### config.mk
export PLATFORM = sky130hd
export DESIGN_NAME = hv_sram_responder
export DESIGN_NICKNAME = d
export VERILOG_FILES = /design/src/rtl/hv_sram_responder_pkg.sv /design/src/rtl/hv_sram_array.sv /design/src/rtl/hv_sram_responder.sv
export SDC_FILE = /design/constraint.sdc
export NUM_CORES = 2
export LEC_CHECK = 0
export CAP_MARGIN = 20
export CORE_ASPECT_RATIO = 0.6
export CORE_MARGIN = 2
export CORE_UTILIZATION = 45
export CTS_CLUSTER_DIAMETER = 200
export DETAILED_ROUTE_END_ITERATION = 10
export SLEW_MARGIN = 20
export SYNTH_ARGS = -nofsm -noshare
export SYNTH_HDL_FRONTEND = slang
export SYNTH_HIERARCHICAL = 1
export SYNTH_SLANG_ARGS = --single-unit
export TNS_END_PERCENT = 10
### constraint.sdc
create_clock -name clk -period 15.4 [get_ports clk]
set_input_delay 3.08 -clock clk [delete_from_list [all_inputs] [get_ports clk]]
set_output_delay 3.08 -clock clk [all_outputs]
set_load 0.005 [all_outputs]
### src/rtl/hv_sram_responder_pkg.sv
// Shared constants and types for the hypervector SRAM responders.
// One responder backs each IM / ProjM SRAM of every modality.
package hv_sram_responder_pkg;

  localparam int HV_DIMENSION = 64;

  localparam int GSR_NUM_CHANNEL = 32;
  localparam int ECG_NUM_CHANNEL = 77;
  localparam int EEG_NUM_CHANNEL = 105;

  localparam int GSR_SRAM_ADDR_WIDTH =
    $clog2(GSR_NUM_CHANNEL);
  localparam int ECG_SRAM_ADDR_WIDTH =
    $clog2(ECG_NUM_CHANNEL);
  localparam int EEG_SRAM_ADDR_WIDTH =
    $clog2(EEG_NUM_CHANNEL);

  localparam int GSR_SRAM_DEPTH = GSR_NUM_CHANNEL;
  localparam int ECG_SRAM_DEPTH = ECG_NUM_CHANNEL;
  localparam int EEG_SRAM_DEPTH = EEG_NUM_CHANNEL;

  typedef logic [HV_DIMENSION-1:0] hv_t;

  // Index width for n entries, never zero.
  function automatic int ptr_w(input int n);
    return (n > 1) ? $clog2(n) : 1;
  endfunction

endpackage

### src/rtl/hv_sram_array.sv
// Behavioural 1R1W synchronous array, registered read,
// read-before-write. Drop-in point for a foundry macro wrapper.
module hv_sram_array
  import hv_sram_responder_pkg::*;
#(
  parameter int ADDR_W = 5,
  parameter int DEPTH  = 32
) (
  input  logic                    clk,
  input  logic                    re,
  input  logic [ADDR_W-1:0]       raddr,
  output logic [HV_DIMENSION-1:0] rdata,
  input  logic                    we,
  input  logic [ADDR_W-1:0]       waddr,
  input  logic [HV_DIMENSION-1:0] wdata
);

  localparam int IDX_W = ptr_w(DEPTH);

  hv_t mem_q [DEPTH];
  hv_t rdata_q;
  hv_t rdata_d;

  always_comb begin
    rdata_d = rdata_q;
    if (re) rdata_d = mem_q[raddr[IDX_W-1:0]];
  end

  always_ff @(posedge clk) begin
    rdata_q <= rdata_d;
    if (we) mem_q[waddr[IDX_W-1:0]] <= wdata;
  end

  assign rdata = rdata_q;

endmodule

### src/rtl/hv_sram_responder.sv
// Valid/ready SRAM responder: one-cycle array read feeding an
// in-order response FIFO, with credit-based request acceptance.
module hv_sram_responder
  import hv_sram_responder_pkg::*;
#(
  parameter int sram_addr_width = 5,
  parameter int depth           = 32,
  parameter int out_fifo_depth  = 3
) (
  input  logic                       clk,
  input  logic                       rst,
  input  logic [sram_addr_width-1:0] sram_addr,
  input  logic                       sram_addr_valid,
  output logic                       sram_addr_ready,
  output logic [HV_DIMENSION-1:0]    sram_hvout,
  output logic                       sram_hvout_valid,
  input  logic                       sram_hvout_ready,
  input  logic                       wr_en,
  input  logic [sram_addr_width-1:0] wr_addr,
  input  logic [HV_DIMENSION-1:0]    wr_data,
  output logic                       oob_error
);

  localparam int CNT_W = $clog2(out_fifo_depth + 1);
  localparam int PTR_W = ptr_w(out_fifo_depth);
  localparam int AW1   = sram_addr_width + 1;

  localparam logic [PTR_W-1:0] LAST =
    PTR_W'(out_fifo_depth - 1);
  localparam logic [CNT_W:0] CAP =
    (CNT_W + 1)'(out_fifo_depth);
  localparam logic [AW1-1:0] LIM = AW1'(depth);

  hv_t fifo_q [out_fifo_depth];
  hv_t rdata;
  hv_t push_data;

  logic [PTR_W-1:0] wr_ptr_q, wr_ptr_d;
  logic [PTR_W-1:0] rd_ptr_q, rd_ptr_d;
  logic [CNT_W-1:0] count_q, count_d;
  logic [CNT_W:0]   used;

  logic inflight_q, inflight_d;
  logic rd_oob_q, rd_oob_d;
  logic oob_q, oob_d;
  logic accept, push, pop;
  logic rd_ok, wr_ok, we;

  always_comb begin
    used = {1'b0, count_q}
         + {{CNT_W{1'b0}}, inflight_q};
    sram_addr_ready  = used < CAP;
    sram_hvout_valid = count_q != '0;
    sram_hvout = sram_hvout_valid
               ? fifo_q[rd_ptr_q] : '0;

    rd_ok = {1'b0, sram_addr} < LIM;
    wr_ok = {1'b0, wr_addr} < LIM;
    we    = wr_en && wr_ok;

    accept = sram_addr_valid && sram_addr_ready;
    push   = inflight_q;
    pop    = sram_hvout_valid && sram_hvout_ready;

    // Out-of-range reads still occupy a slot but return zero.
    push_data = rd_oob_q ? '0 : rdata;

    inflight_d = accept;
    rd_oob_d   = accept ? !rd_ok : rd_oob_q;
    oob_d      = oob_q
               || (accept && !rd_ok)
               || (wr_en && !wr_ok);

    wr_ptr_d = wr_ptr_q;
    if (push) begin
      wr_ptr_d = (wr_ptr_q == LAST)
               ? '0 : wr_ptr_q + 1'b1;
    end

    rd_ptr_d = rd_ptr_q;
    if (pop) begin
      rd_ptr_d = (rd_ptr_q == LAST)
               ? '0 : rd_ptr_q + 1'b1;
    end

    count_d = count_q;
    unique case ({push, pop})
      2'b10:   count_d = count_q + 1'b1;
      2'b01:   count_d = count_q - 1'b1;
      default: count_d = count_q;
    endcase
  end

  always_ff @(posedge clk) begin
    if (rst) begin
      wr_ptr_q   <= '0;
      rd_ptr_q   <= '0;
      count_q    <= '0;
      inflight_q <= 1'b0;
      rd_oob_q   <= 1'b0;
      oob_q      <= 1'b0;
    end else begin
      wr_ptr_q   <= wr_ptr_d;
      rd_ptr_q   <= rd_ptr_d;
      count_q    <= count_d;
      inflight_q <= inflight_d;
      rd_oob_q   <= rd_oob_d;
      oob_q      <= oob_d;
    end
  end

  always_ff @(posedge clk) begin
    if (push) fifo_q[wr_ptr_q] <= push_data;
  end

  assign oob_error = oob_q;

  hv_sram_array #(
    .ADDR_W (sram_addr_width),
    .DEPTH  (depth)
  ) u_array (
    .clk   (clk),
    .re    (accept),
    .raddr (sram_addr),
    .rdata (rdata),
    .we    (we),
    .waddr (wr_addr),
    .wdata (wr_data)
  );

endmodule

==> impl_metrics.env <==
export IMPL_initial_utilization_pct=45.3
export IMPL_grt_ovfl_total=0
export IMPL_design_die_area_um2=198000
export IMPL_clock_sinks=2313
export IMPL_synth_top_area_share_pct=79.0
export IMPL_place_gp_congestion=0.744
export IMPL_drv_slew=0
export IMPL_fin_ws_ps=8850
export IMPL_cts_setup_buffers=0
export IMPL_worst_pin_slew_ps=1100
export IMPL_syn_nets=3627
export IMPL_seq_area_frac_synth_pct=79.2
export IMPL_fin_tns_setup_ps=0
export IMPL_drt_iter0_drc=5092
export IMPL_startpoint_type="flip-flop"
export IMPL_multiInputGateArea_um2=17600
export IMPL_clock_skew_final_ps=80.4
export IMPL_cts_buffers=211
export IMPL_cts_buffer_depth=4
export IMPL_ios=146
export IMPL_synthDistinctLibCells=43
export IMPL_core_area_um2=193000
export IMPL_run_status="completed"
export IMPL_fin_total_pwr_mw=13.2
export IMPL_wl_per_cell_um=33.0
export IMPL_grt_usage_pct=21.9
export IMPL_grt_pass1_vias=39300
export IMPL_period_needed_ps=6550
export IMPL_hold_path_startpoint="u_array/rdata[50]"
export IMPL_required_ps=12320
export IMPL_worstPathArrival_ps=3470
export IMPL_nFillCells=14900
export IMPL_synth_most_common_cell="edfxtp_1"
export IMPL_synth_commonest_cells="2,304 x edfxtp_1, 602 x mux4_2, 110 x nor2_1"
export IMPL_fin_hold_ws_ps=440
export IMPL_cp_end_kind="primary output"
export IMPL_regArea_um2=69400
export IMPL_antenna_found_initial=23
export IMPL_rsz0062_at_grt="false"
export IMPL_synth_largest_area_cell="edfxtp_1"
export IMPL_drc=0
export IMPL_cts_resized=0
export IMPL_cts_root_buf="clkbuf_16"
export IMPL_dp_hpwl_um=115000
export IMPL_power_leakage_nw=30.3
export IMPL_hold_violations=0
export IMPL_rr_startpoint="count_q[0]"
export IMPL_dr_pass1_iters=7
export IMPL_layout_drive_gt1_share_pct=28.6
export IMPL_hp_class="flip-flop to flip-flop"
export IMPL_die_width_um=574
export IMPL_ctsHoldBuffers=0
export IMPL_p_per_area_nw_per_um2=133
export IMPL_clk_pin_slew_ps=70
export IMPL_grt_pass1_wl_um=306000
export IMPL_synth_area_leaders="edfxtp_1 79%, mux4_2 15%, mux2i_1 1.2%"
export IMPL_synthToLayoutAreaGrowth_pct=12.9
export IMPL_die_y_um=346
export IMPL_std_cell_rows=125
export IMPL_max_freq_ghz=0.153
export IMPL_numPortBuffers=144
export IMPL_ys_flop_type="edfxtp_1"
export IMPL_crit_type="flip-flop to primary output"
export IMPL_pre_cts_slack_ps=8160
export IMPL_holdPathStages=0
export IMPL_ctsHtreeMaxLevel=4
export IMPL_cts_tree="yes"
export IMPL_syn_avg_cell_area_um2=24.7
export IMPL_synthesis_area_um2=87600
export IMPL_maxCapViolCount=0
export IMPL_setup_violations_final=0
export IMPL_synthArstFlopShare_pct=0
export IMPL_worstSkewPairLatency_ps=860
export IMPL_vdd_ir_drop_max_mv=0.0933
export IMPL_drtAntennaViolNets=0
export IMPL_period_share_pct=42.6
export IMPL_final_util_pct=51.1
export IMPL_grt_max_degree=117
export IMPL_cp_max_fo=21
export IMPL_finalNetCount=3907
export IMPL_synth_edf_count=2304
export IMPL_vias=40000
export IMPL_vias_per_cell=6.06
export IMPL_ys_ff_latch=2313
export IMPL_ys_warn_count=6
export IMPL_slew_headroom_pct=26.2
export IMPL_wl_um=218000
export IMPL_synth_cells=3545
export IMPL_ff2ff_path_depth=5
==> final timing paths <==
path / slack, ps / endpoint
setup / recovery: 8850 / sram_hvout[46]
hold / removal: 440 / fifo_q[2][50]
hold reg to reg: 440 / fifo_q[2][50]
setup reg to reg: 12290 / u_array/rdata[53]
==> report_power, final <==
| group | total [mW] | leakage [nW] | switching, mW | internal, mW |
|---|---|---|---|---|
| clock | 5.05 | 3.16 | 2.25 | 2.80 |
| combinational | 0.977 | 6.26 | 0.533 | 0.443 |
| sequential | 7.15 | 20.9 | 0.0707 | 7.08 |
| total | 13.2 | 30.3 | 2.86 | 10.3 |
==> placed cells by master, fill, tap and decap left out, types with 12 or more instances in the layout <==
cell type,Yosys,layout
clkbuf_1,60,50
a221oi_1,12,12
nor2_4,0,35
buf_4,16,97
clkinv_1,0,56
mux2i_1,102,101
clkinv_2,0,30
mux2_2,79,79
clkdlybuf4s50_1,0,118
buf_2,73,21
clkbuf_16,0,213
mux2_1,41,41
bufinv_16,0,16
mux4_2,602,602
edfxtp_1,2304,2304
nor2_1,110,75
mux2_4,19,19
==> area by class of cell <==
cell class	instances	share of cell area, %
Antenna cell	7	0.0177
Clock buffer	263	5.58
Clock inverter	112	0.963
Inverter	4	0.0152
Multi-Input combinational cell	1050	17.8
Sequential cell	2313	70.2
Tap cell	2603	3.29
Timing Repair Buffer	245	2.19
==> per-layer routing <==
| metal | GRT usage, % | part of all wire (%) | wire length [µm] | up-vias |
|---|---|---|---|---|
| met5 | 0 | 0.039 | 85 | - |
| met4 | 4.27 | 1.8 | 3930 | 12 |
| met3 | 4.93 | 9.1 | 19900 | 281 |
| met2 | 31.1 | 44 | 95300 | 1887 |
| met1 | 34.8 | 45 | 98600 | 22000 |
| li1 | - | - | - | 15800 |
==> worst max-delay path: stages (launching register included) <==
cell and delay [ps]:
dfxtp_4 550, buf_4 450, mux2_1 220, mux2i_1 90, nor2_1 620, clkdlybuf4s50_1 650
==> stage by stage <==
step                      instances  area (µm²)
after floorplan                3545       87600
after global placement         6214       92500
after detailed placement       6214       92500
after CTS                      6589       98900
after global routing           6592       98900
final                          6597       98900
==> sequential cells by signal, indices dropped and copies added, names as in the netlist, named ones only <==
name and flops:
count_q 2, fifo_q 192, inflight_q 1, rd_ptr_q 2
u_array/mem_q 2048, u_array/rdata 64, wr_ptr_q 2
==> cells by family (layout without fill, tap and decap cells) <==
kind of cell | count (synthesis) | in the layout | synth area share (%)
flip-flops | 2313 | 2313 | 79.2
multiplexers | 843 | 843 | 18.5
buffers and inverters | 182 | 624 | 1.04
AND/OR/NAND/NOR | 144 | 144 | 0.706
AO/OA/AOI/OAI | 57 | 57 | 0.470
adder cells (fa/ha/maj) | 3 | 3 | 0.0429
XOR/XNOR | 2 | 2 | 0.0200
other | 1 | 8 | 0.00428
Note: power is estimated with default switching activity, not from simulation.
